File: src/rtl/rom_arb.sv
// Two-requester ROM arbiter: core fetch port and debug/loader port share one
// single-cycle-latency ROM; debug wins after WAIT_MAX consecutive lost cycles.
module rom_arb #(
  parameter int unsigned ADDR_W   = 32,
  parameter int unsigned DATA_W   = 32,
  parameter int unsigned WAIT_MAX = 4
) (
  input  logic              clk,
  input  logic              rst,
  input  logic              core_req,
  input  logic [ADDR_W-1:0] core_addr,
  output logic              core_gnt,
  output logic              core_stall,
  output logic              core_valid,
  output logic [DATA_W-1:0] core_data,
  input  logic              dbg_req,
  input  logic [ADDR_W-1:0] dbg_addr,
  input  logic              dbg_halt,
  output logic              dbg_gnt,
  output logic              dbg_valid,
  output logic [DATA_W-1:0] dbg_data,
  output logic              rom_ce_o,
  output logic [ADDR_W-1:0] rom_addr_o,
  input  logic [DATA_W-1:0] rom_data_i
);

  localparam logic [3:0] WAIT_LIM = 4'(WAIT_MAX);

  typedef enum logic [1:0] {
    IDLE      = 2'd0,
    RESP_CORE = 2'd1,
    RESP_DBG  = 2'd2
  } state_t;

  state_t     state;
  logic [3:0] wait_cnt;
  logic       core_elig;
  logic       dbg_win;

  // Grants are forced low while reset is held so every output reads 0.
  always_comb begin
    core_elig  = core_req && !dbg_halt;
    dbg_win    = dbg_req && (!core_elig || (wait_cnt == WAIT_LIM));
    dbg_gnt    = rst && dbg_win;
    core_gnt   = rst && core_elig && !dbg_win;
    core_stall = rst && core_req && !core_gnt;
    rom_ce_o   = core_gnt || dbg_gnt;
    rom_addr_o = '0;
    if (core_gnt)
      rom_addr_o = core_addr;
    else if (dbg_gnt)
      rom_addr_o = dbg_addr;
  end

  always_ff @(posedge clk or negedge rst) begin
    if (!rst) begin
      state    <= IDLE;
      wait_cnt <= '0;
    end else begin
      if (core_gnt)
        state <= RESP_CORE;
      else if (dbg_gnt)
        state <= RESP_DBG;
      else
        state <= IDLE;

      if (dbg_req && !dbg_gnt)
        wait_cnt <= (wait_cnt == WAIT_LIM) ? wait_cnt : wait_cnt + 4'd1;
      else
        wait_cnt <= '0;
    end
  end

  always_comb begin
    core_valid = (state == RESP_CORE);
    dbg_valid  = (state == RESP_DBG);
    core_data  = core_valid ? rom_data_i : '0;
    dbg_data   = dbg_valid  ? rom_data_i : '0;
  end

endmodule

File: config.mk
export PLATFORM = sky130hd
export DESIGN_NAME = rom_arb
export DESIGN_NICKNAME = d
export VERILOG_FILES = /design/src/rtl/rom_arb.sv
export SDC_FILE = /design/constraint.sdc
export NUM_CORES = 1
export LEC_CHECK = 0
export BUFFER_PORTS_ARGS = -buffer_cell sky130_fd_sc_hd__buf_4
export CAP_MARGIN = 0
export CORE_AREA = 4 4 77 79
export DETAILED_ROUTE_END_ITERATION = 16
export DIE_AREA = 0 0 81 83
export HOLD_SLACK_MARGIN = 0.15
export MAX_ROUTING_LAYER = met4
export PLACE_DENSITY = 0.73
export SETUP_SLACK_MARGIN = 0.02
export SYNTH_ARGS = -nofsm -noshare
export SYNTH_HDL_FRONTEND = slang
export SYNTH_SLANG_ARGS = --single-unit
File: constraint.sdc
create_clock -name clk -period 1.78 [get_ports clk]
set_input_delay 0.267 -clock clk [delete_from_list [all_inputs] [get_ports clk]]
set_output_delay 0.267 -clock clk [all_outputs]
set_load 0.005 [all_outputs]
==> out/summary.txt <==
Pwr dens -> 313 nW/um^2
Worst slew margin -> 0.785
P&R area growth vs syn -> 141%
Register bit total from synthesis -> 6
Final setup violation count -> 35
Worst flop-to-flop path startpoint -> wait_cnt[1]
Layout cells sized above 1 -> 0.604
H-tree depth -> 1
Crit path cell chain -> inv_2 > ha_4 > and3b_4 > o21ai_4 > buf_12 > buf_12 > o22ai_2 > buf_4
Crit path DAT -> 1670 ps
Worst-margin pin slew -> 318 ps
Clock Tree Root -> clkbuf_8
CP max-delay cell -> dfrtp_1
CP max FO -> 8
Post-synth top area share -> 0.287
Final Hold Viols -> 0
Routed Wire Length -> 7540 um
Startpoint types -> flip-flop
Final worst slack -> -156 ps
Finished Cell Area -> 3360 sq um
Mapped Area -> 1400 sq um
Hold Path Class -> input pin to async pin
Delay of the slowest critical-path stage -> 360 ps
Synth Net Count -> 326
Cell Area, Placed -> 3010 sq um
Die X -> 81 um
Crit path buffers/inverters -> 4
Worst reg-to-reg path cell count -> 8
Pwr Total -> 1050 uW
CTS max path bufs -> 2
Initial Util -> 0.262
Critical Path RT -> 1510 ps
Final Slew Violations -> 0
RSZ-0062 raised after global routing -> true
Initial antenna violation count -> 0
Synth unique cells -> 27
Yosys warnings -> 0
Setup crit end kind -> output pin
Clk slew on worst S/H paths -> 40 ps
Worst IR drop on VDD -> 0.000179 V
Die Ht -> 83 um
I/O Buffers -> 202
Placer congestion estimate -> 0.827
Row count -> 27
Violated checks -> setup timing
DP HPWL -> 5870 um
Period utilisation layout -> 1.09
CP delay by family, top -> buffers and inverters
Yosys top cell by area -> and2_1
Crit path from -> wait_cnt[1]
# DRC -> 0
Vias per Instance -> 4.63
CORE AREA -> 5340 sq um
Maxcap violations -> 0
Final-stage net count -> 534
Worst-skew pair later-pin latency -> 230 ps
Finished Core Util -> 0.630
Avg Synthesized Cell Area -> 6.26 sq um
Largest cells by area after synthesis -> and2_1 (29%), nand2_1 (18%), o22ai_1 (13%), dfrtp_1 (11%), buf_6 (3.2%)
R2R Setup Slk -> 200 ps
CTS tree -> built
First-pass GRT wire length -> 10700 um
Min Clock Period, post-route -> 1940 ps
Post-DR wirelength/cell -> 15.1 um
Largest net degree at the start of global routing -> 41
Drt pass-1 iters -> 4
Setup Skew -> 2.43 ps
DR iter-0 viols -> 33
Pleak -> 0.00180 uW
Crit Reg-Reg Endpoint -> state[0]
Die area -> 6720 sq um
Top FF cell, synth -> dfrtp_1
Worst Setup Path Type -> flip-flop to output pin
Ant. Diodes -> 0
Status -> complete, but fails checks
Vias in the first global route -> 2179
GR Util All Layers -> 0.203
Total global routing overflow -> 0
Async SR Flop Fraction -> 1.00
Sequential area share after synthesis -> 0.108
Worst path depth -> 8
Most frequent CP cell -> buf_12
EDFF count, synth -> 0
Achievable clock frequency -> 0.516 GHz
Number of CTS-inserted buffers -> 3
Antenna viol nets, final -> 0
Mapped Cells -> 223
CP Capture Point -> rom_addr_o[12]
Clock Sinks -> 6
Vias -> 2319
# IOs -> 203
==> per-stage QoR <==
step	TNS (ps)	setup WS (ps)	instances	hold slack, ps
2_1_floorplan	0	154	223	-28.6
3_3_place_gp	0	79.7	488	171
3_5_place_dp	0	31.8	488	173
4_1_cts	-4670	-146	498	196
5_1_grt	-7380	-228	501	208
6_report	-4970	-156	501	188
==> cell usage after synthesis (4+ instances only) <==
| master | instances |
|---|---|
| nand2_1 | 66 |
| and2_1 | 64 |
| o22ai_1 | 29 |
| clkbuf_1 | 9 |
| dfrtp_1 | 6 |
| inv_1 | 5 |
| buf_6 | 4 |
| nand3_1 | 4 |
| nor2_1 | 4 |
==> power breakdown <==
| group | leakage (uW) | switching (uW) | internal, uW |
|---|---|---|---|
| clock network | 0.0000216 | 68.2 | 146 |
| registers | 0.0000810 | 5.84 | 145 |
| logic | 0.00170 | 273 | 414 |
| total | 0.00180 | 347 | 704 |
==> cell usage in the layout (no fill, tap or decap), drive strengths merged <==
| cell | instances |
|---|---|
| buf | 221 |
| nand2 | 66 |
| and2 | 64 |
| o22ai | 32 |
| dfrtp | 6 |
| inv | 5 |
| nor2 | 4 |
| nand3 | 4 |
| clkbuf | 4 |
| nor2b | 3 |
| nand4 | 3 |
| a21oi | 3 |
| o21ai | 2 |
| ha | 2 |
| nand2b | 1 |
| and3b | 1 |
| nor3b | 1 |
| nand3b | 1 |
| and2b | 1 |
| xnor2 | 1 |
| a31oi | 1 |
| o311ai | 1 |
| mux2i | 1 |
| dlygate4sd3 | 1 |
==> how the worst min path moves through the flow <==
| stage | from | to | slack (ps) | cells after the start |
|---|---|---|---|---|
| floorplan | rst | state[0] | -30 | 0 |
| global placement | rst | wait_cnt[1] | 170 | 1 |
| detailed placement | rst | wait_cnt[1] | 170 | 1 |
| CTS | rst | wait_cnt[2] | 200 | 2 |
| global route | rst | state[0] | 210 | 2 |
| finish | rst | state[0] | 190 | 2 |
==> sequential cells by signal (all words and copies together), names as in the netlist <==
signal / count
state: 2
wait_cnt: 4
==> cells by family (layout without fill, tap and decap cells) <==
group / Yosys count / in the layout / share of synthesized area
DFF: 6 / 6 / 0.108
muxes: 1 / 1 / 0.00717
AOI/OAI and AO/OA: 39 / 39 / 0.202
buffers and inverters: 25 / 231 / 0.100
xor gates and xnor gates: 1 / 1 / 0.00627
and+or+nand+nor: 149 / 149 / 0.559
adders and majority gates: 2 / 2 / 0.0179
==> final cells by class <==
class	instances	area, sq um
Sequential cell	6	150
Multi-Input combinational cell	192	1260
Timing Repair Buffer	223	1800
Clock buffer	3	41.3
Tap cell	72	90.1
Inverter	5	18.8
Fill cell	493	1980
==> per-layer routing <==
layer  vias up  GRT usage  share of wire
met1      1028      0.212           0.34
met3        10     0.0401           0.10
met4         0     0.0445          0.013
met2       129      0.382           0.54
li1       1152          -              -
met5         -          -              0
==> what timing repair did <==
action | in CTS | in global routing
cloned | 2 | 1
hold buffers | 1 | 0
gates resized for setup | 13 | 17
pin swaps | 2 | 2
buffers inserted | 4 | 2
hold endpoints to repair | 2 | 0
endpoints found under the setup margin | 35 | 35
No activity file was read; power rests on OpenSTA's default activity.
